**src/rtl/pwm_fade_ctrl.sv**
```systemverilog
// pwm_fade_ctrl: ramps pwm8b duty toward a target in clamped steps (clk, rst, start, target, step_size, step_div -> busy, done, pwm_en, value_out)
module pwm_fade_ctrl #(
  parameter int DIV_W = 16
) (
  input  logic             clk,
  input  logic             rst,
  input  logic             start,
  input  logic [7:0]       target,
  input  logic [7:0]       step_size,
  input  logic [DIV_W-1:0] step_div,
  output logic             busy,
  output logic             done,
  output logic             pwm_en,
  output logic [7:0]       value_out
);
  typedef enum logic [1:0] {IDLE, UP, DOWN} state_t;
  state_t           state;
  logic [DIV_W-1:0] cnt, div_l;
  logic [7:0]       tgt_l, step_l, stepped;
  logic [8:0]       sum, diff;
  always_comb begin
    sum     = {1'b0, value_out} + {1'b0, step_l};
    diff    = {1'b0, value_out} - {1'b0, step_l};
    stepped = state == UP ? (sum > {1'b0, tgt_l} ? tgt_l : sum[7:0])
                          : ((diff[8] || diff[7:0] < tgt_l) ? tgt_l : diff[7:0]);
  end
  always_ff @(posedge clk) begin
    if (rst) begin
      state     <= IDLE;
      cnt       <= '0;
      div_l     <= '0;
      tgt_l     <= '0;
      step_l    <= '0;
      value_out <= '0;
      busy      <= 1'b0;
      done      <= 1'b0;
      pwm_en    <= 1'b0;
    end else if (start) begin
      tgt_l  <= target;
      step_l <= step_size == 8'd0 ? 8'd1 : step_size;
      div_l  <= step_div;
      cnt    <= '0;
      state  <= target > value_out ? UP : target < value_out ? DOWN : IDLE;
      busy   <= target != value_out;
      done   <= target == value_out;
      pwm_en <= value_out != 8'd0 || target != value_out;
    end else if (state != IDLE && cnt == div_l) begin
      cnt       <= '0;
      value_out <= stepped;
      state     <= stepped == tgt_l ? IDLE : state;
      busy      <= stepped != tgt_l;
      done      <= stepped == tgt_l;
      pwm_en    <= stepped != 8'd0 || stepped != tgt_l;
    end else begin
      cnt  <= state != IDLE ? cnt + 1'b1 : cnt;
      done <= 1'b0;
    end
  end
endmodule

```
**config.mk**
```make
export PLATFORM = sky130hd
export DESIGN_NAME = pwm_fade_ctrl
export DESIGN_NICKNAME = d
export VERILOG_FILES = /design/src/rtl/pwm_fade_ctrl.sv
export SDC_FILE = /design/constraint.sdc
export NUM_CORES = 1
export LEC_CHECK = 0
export ABC_AREA = 1
export BUFFER_PORTS_ARGS = -buffer_cell sky130_fd_sc_hd__buf_2
export CORE_UTILIZATION = 60
export CTS_CLUSTER_SIZE = 40
export DETAILED_ROUTE_END_ITERATION = 8
export GPL_ROUTABILITY_DRIVEN = 0
export PLACE_DENSITY = 0.81
export SLEW_MARGIN = 0
export SYNTH_ARGS = -nofsm -noshare
export SYNTH_HDL_FRONTEND = slang
export SYNTH_SLANG_ARGS = --single-unit
```
**constraint.sdc**
```tcl
create_clock -name clk -period 3.8 [get_ports clk]
set_input_delay 0.19 -clock clk [delete_from_list [all_inputs] [get_ports clk]]
set_output_delay 0.19 -clock clk [all_outputs]
set_load 0.05 [all_outputs]
```
### Word-level counts from Yosys, hierarchy flattened

Cells that the tools add are included.

| storage, ports and cells | value |
|---|---|
| flip-flop bits (word level) | 61 |
| input bits | 35 |
| output and inout bits | 11 |
| word-level logic and storage cells | 51 |

| operators by class | value |
|---|---|
| magnitude comparators | 4 |
| eq/ne operators | 6 |
| reduce and logical (&&, ||, !) cells | 13 |
| multiplexer cells | 15 |
| bitwise operators | 1 |
| $add $sub $neg | 3 |

Operators with widths:

| operator | number |
|---|---|
| $mux W8 | 4 |
| $add A16 B1 Y16 const B | 1 |
| $eq A16 B16 Y1 | 1 |
| $eq A8 B8 Y1 | 2 |
| $lt A8 B8 Y1 | 2 |
| $ne A8 B8 Y1 | 2 |
| $reduce_bool A8 Y1 | 2 |
| $mux W2 | 5 |
| $add A8 B8 Y9 | 1 |
| $gt A9 B8 Y1 | 1 |
| $sub A8 B8 Y9 | 1 |
| $gt A8 B8 Y1 | 1 |
| $logic_not A8 Y1 | 1 |
| $mux W1 | 6 |
| $reduce_bool A2 Y1 | 3 |
| $reduce_and A2 Y1 | 2 |
| $logic_or A1 B1 Y1 | 3 |
| $reduce_or A3 Y1 | 1 |
| $eq A2 B1 Y1 const B | 1 |
| $logic_and A1 B1 Y1 | 1 |
| $not A1 Y1 | 1 |

### Longest topological paths before layout

| depth | value |
|---|---|
| depth in word-level cells | 9 |
| gate-level depth with buffers | 30 |
| gate-level depth less buffers | 29 |

### Worst setup path before layout

OpenSTA, ideal clock, no wires.

| timing | value |
|---|---|
| path kind | register to register |
| from | reg value_out[2] |
| to | reg state[0] |
| setup time | 0.132 ns |
| stages on the path, launching flop included | 24 |
| path slack | 0.367 ns |
| period minus slack after synthesis | 3.433 ns |
| path buffers | 1 |
| arrival time | 3.301 ns |
| required time | 3.668 ns |
| path through | dfxtp_1 > ha_1 > buf_4 > a21oi_1 > nand2_1 > a21oi_1 > xor2_1 > inv_1 > ha_1 > a21oi_1 > o21a_1 > nand2_1 > nand2_2 > inv_2 > o211ai_1 > nand3_1 > nand2_1 > nand2_1 > nor2_2 > nand2_2 > nand2_2 > nand2_2 > nand2_1 > a21oi_2 |

| on the way | value |
|---|---|
| word-level cells in the longest chain between the ends | 8 |
| elaborated cells on any way between the ends | 14 |
| classes of those cells | add/sub: 2; order compare: 3; eq/ne: 1; mux: 5; reduce/logical: 3 |

RTL lines:

| element | RTL line | text |
|---|---|---|
| start, declared | 14 | `output logic [7:0] value_out` |
| start signal, assigned | 49 | `value_out <= stepped;` |
| $sub A8 B8 Y9 | 23 | `diff = {1'b0, value_out} - {1'b0, step_l};` |
| $lt A8 B8 Y1 | 25 | `: ((diff[8] \|\| diff[7:0] < tgt_l) ? tgt_l : diff[7:0]);` |
| $logic_or A1 B1 Y1 | 25 |  |
| $mux W8 | 25 |  |
| $mux W8 | 24 | `stepped = state == UP ? (sum > {1'b0, tgt_l} ? tgt_l : sum[7:0])` |
| $eq A8 B8 Y1 | 50 | `state <= stepped == tgt_l ? IDLE : state;` |
| $reduce_bool A2 Y1 (no source line) | - |  |
| $reduce_and A2 Y1 (no source line) | - |  |
| end signal, assigned | 43 | `state <= target > value_out ? UP : target < value_out ? DOWN : IDLE;` |
| end signal, assigned | 50 |  |
| end, declared | 17 | `state_t state;` |

Parallel ways exist; a longest one is shown, timed or not.
A chain may end at the register's enable or synchronous reset.

### Worst setup path after layout

| timing | value |
|---|---|
| from | reg step_l[4] |
| to | reg state[0] |

| on the way | value |
|---|---|
| word-level cells in the longest chain between the ends | 8 |
| elaborated cells on any way between the ends | 11 |
| classes of those cells | add/sub: 2; order compare: 2; eq/ne: 1; mux: 3; reduce/logical: 3 |

RTL lines:

| element | RTL line | text |
|---|---|---|
| start, declared | 19 | `logic [7:0] tgt_l, step_l, stepped;` |
| start signal, assigned | 40 | `step_l <= step_size == 8'd0 ? 8'd1 : step_size;` |
| $sub A8 B8 Y9 | 23 |  |
| $lt A8 B8 Y1 | 25 |  |
| $logic_or A1 B1 Y1 | 25 |  |
| $mux W8 | 25 |  |
| $mux W8 (*) | 24 |  |
| $eq A8 B8 Y1 (*) | 50 |  |
| $reduce_bool A2 Y1 (no source line) (*) | - |  |
| $reduce_and A2 Y1 (no source line) (*) | - |  |

Every way passes the cells marked *; elsewhere a longest branch is shown, timed or not.

==> reports/results.ini <==
[logic_synthesis]
synth-simple-area-share = 0.279
synth_area_per_cell_um2 = 6.98
syn_nets = 698
synth_fa_ha_area_frac = 0.125
yosysSeqAreaShare = 0.282
synth.distinct_cells = 41
synth_common_cells = 110 x nand2_1, 75 x inv_1, 62 x nor2_1
synth_most_common_cell = nand2_1
synthMuxAreaShare = 0
synth.cell_area_um2 = 4340
synth_ff_type = dfxtp_1
synth_top_cell_by_area = dfxtp_1
synth_top_family_by_area = simple AND/OR/NAND/NOR gates
synth_compound_area_frac = 0.158
synth-seq-cells = 61
yosys_warnings = 0
netlist_instances = 621
synthArstFlopShare = 0
ys_top_cells_by_area = dfxtp_1 28%, ha_1 12%, nand2_1 9.5%, inv_1 6.5%, nor2_1 5.4%
synth_xor_area_frac = 0.0565
synth_edf_count = 0
yosysTopAreaCellShare = 0.282

[power_and_ir_drop]
power.clock.fraction = 0.367
p_per_area_nw_per_um2 = 369
switchingPower_w = 0.000611
ir_worst_vdd_uv = 268
leakage_nw = 2.37
seqPwrFrac = 0.378
pwr-share-comb = 0.255
p_sw_frac = 0.335
p_total_w = 0.00182
p_int_w = 0.00121

[routing]
drc_errors = 0
dr.first_iter.drc_count = 272
viasPerCell = 5.57
vias = 4264
post_drt_wl_per_cell_um = 14.5
drt_wl_total_um = 11100
ant_nets = 0
firstDrtPassIters = 6

[cells_and_area]
area_delta_synth_final_pct = 13.8
fin_nets = 741
nFillCells = 595
multi_input_area_um2 = 2760
drive_above_1_share = 0.182
fin_util = 0.718
antenna_cells = 0
seq_area_um2 = 1220

[clocking]
cts_root_buf = clkbuf_8
clk_pin_slew_worst_paths_ns = 0.08
cts.path.max_buffers = 2
cts.sinks = 61
htree_num_levels = 3
cts-hold-fix-buffers = 0
clk_latency_ns = 0.36
numCtsBuffers = 9
cts_tree = done

[floorplan]
die_x_um = 87.0
die_y_um = 87.0
io_pins = 46
num_rows = 30
core_um2 = 6870
die_area_um2 = 7570
initial_utilization = 0.631

[sta]
final-hold-violation-count = 0
setup_viol = 0
fin_crit_sh = 0.927
clock_skew_ns = 0.00950
worst_pin_slew_ns = 0.838
drv_slew = 0
period_needed_ns = 3.52
fmax_mhz = 284
max-slew-margin-rel = 0.427

[worst_setup_path]
worstPathMaxFanout = 9
r2r-start = step_l[4]
worst_ep_required_time_ns = 4.04
cp-end-kind = flip-flop
worstSetupPathType = reg -> reg
crit_start = step_l[4]
startpoint_type = flip-flop
crit_arrival_ns = 3.76

[hold_path]
hold_path.class = in -> reg
worstHoldStart = step_size[0]

[status]
status = complete, no violations

[global_route]
grt_pass1_wl_um = 18100
grt_max_degree = 44
antenna_found_initial = 0
overflow = 0
grtUsageTotal = 0.312
first_global_vias = 3986

[placement]
numPortBuffers = 45
dp_hpwl_um = 8270

[run]
drv_cap = 0

worst max-delay path: stages (launching register included):
cell and delay (ns):
dfxtp_1 0.36, inv_1 0.06, ha_2 0.38, inv_2 0.09, o21bai_2 0.20, nand3_1 0.10, nand3_1 0.14, xor2_2 0.20
ha_1 0.30, a21oi_1 0.16, o21a_1 0.14, nand2_1 0.08, nand2_4 0.12, inv_2 0.10, o211ai_1 0.24, nand3_1 0.11
nand2_1 0.08, nand3_1 0.10, nor2_2 0.11, nand2_2 0.08, nand2_2 0.06, nand2_2 0.07, nand2_1 0.08, a21oi_2 0.05
worst paths after layout:
check,to,slack [ns],depth (start not counted)
worst max-delay path,state[0],0.28,23
worst min-delay path,step_l[0],0.04,3
worst max register to register,state[0],0.28,23
worst min register to register,step_l[7],0.49,2
routing by layer:
metal / vias to the layer above / part of all wire / track usage / wire length [um]
met2: 170 / 0.45 / 0.499 / 5040
met4: 0 / 0.026 / 0.141 / 284
met1: 1943 / 0.45 / 0.408 / 5040
met3: 28 / 0.065 / 0.0597 / 721
met5: - / 0 / 0 / 0
li1: 2123 / - / - / -
power groups by stage:
| stage | clock network [W] | registers, W | logic [W] |
|---|---|---|---|
| final | 0.000669 | 0.000688 | 0.000466 |
| after global routing | 0.000703 | 0.000692 | 0.000524 |
| after CTS | 0.000678 | 0.000687 | 0.000441 |
| after detailed placement | 0 | 0.000702 | 0.000438 |
| after global placement | 0 | 0.000701 | 0.000423 |
| after floorplan | 0 | 0.000705 | 0.000330 |
through the flow:
step	cell area [um2]	hold slack (ns)	setup TNS [ns]	worst slack, ns	instances
after floorplan	4340	0.315	0	0.367	621
after global placement	4620	0.402	0	0.152	748
after detailed placement	4620	0.409	0	0.0570	748
after CTS	4850	0.0254	0	0.0267	764
after global routing	4930	0.0442	-0.0646	-0.0275	765
final	4930	0.0395	0	0.279	765
cell usage in the layout (no fill, tap or decap), types with 3 or more instances in the layout:
cell type  synthesis  routed
a21oi_1           45      44
a21oi_2            4       5
a31oi_1            3       3
buf_2              5      45
buf_4              1       9
clkbuf_8           0       9
dfxtp_1           61      58
dfxtp_2            0       3
ha_1              40      37
inv_1             75      75
inv_2              5       5
inv_6              0       4
nand2_1          110     108
nand2_2           11      10
nand2_4            0       3
nand3_1           40      40
nand3_2            4       4
nand3b_1           3       3
nand4_1           13      13
nor2_1            62      62
nor2_2             4       4
nor3_1             8       8
nor4_1             3       3
o211ai_1           8       8
o21ai_0           40      40
o21ai_1            6       6
xnor2_1            4       4
xor2_1            24      20
xor2_2             0       4
kinds of logic after synthesis:
| group | count (synthesis) |
|---|---|
| XOR/XNOR | 28 |
| AO/OA/AOI/OAI | 120 |
| adder cells (fa/ha/maj) | 42 |
| flip-flops | 61 |
| buffers and inverters | 104 |
| AND/OR/NAND/NOR | 266 |
final cells by class:
| type | instances | share of cell area |
|---|---|---|
| Multi-Input combinational cell | 456 | 0.559 |
| Sequential cell | 61 | 0.248 |
| Inverter | 82 | 0.0634 |
| Timing Repair Buffer | 54 | 0.0593 |
| Clock buffer | 9 | 0.0251 |
| Tap cell | 96 | 0.0243 |
| Clock inverter | 7 | 0.0208 |
state kept, by name, summed over array words and instances, names as in the netlist:
register	flops
cnt	16
div_l	16
step_l	8
tgt_l	8
value_out	8
state	2
busy	1
done	1
pwm_en	1
what timing repair did:
item	in CTS	in global routing
buffers inserted	0	1
resized for setup	0	19
endpoints found under the hold margin	0	0
setup endpoints to repair	0	6
Note: power is estimated with default switching activity, not from simulation.
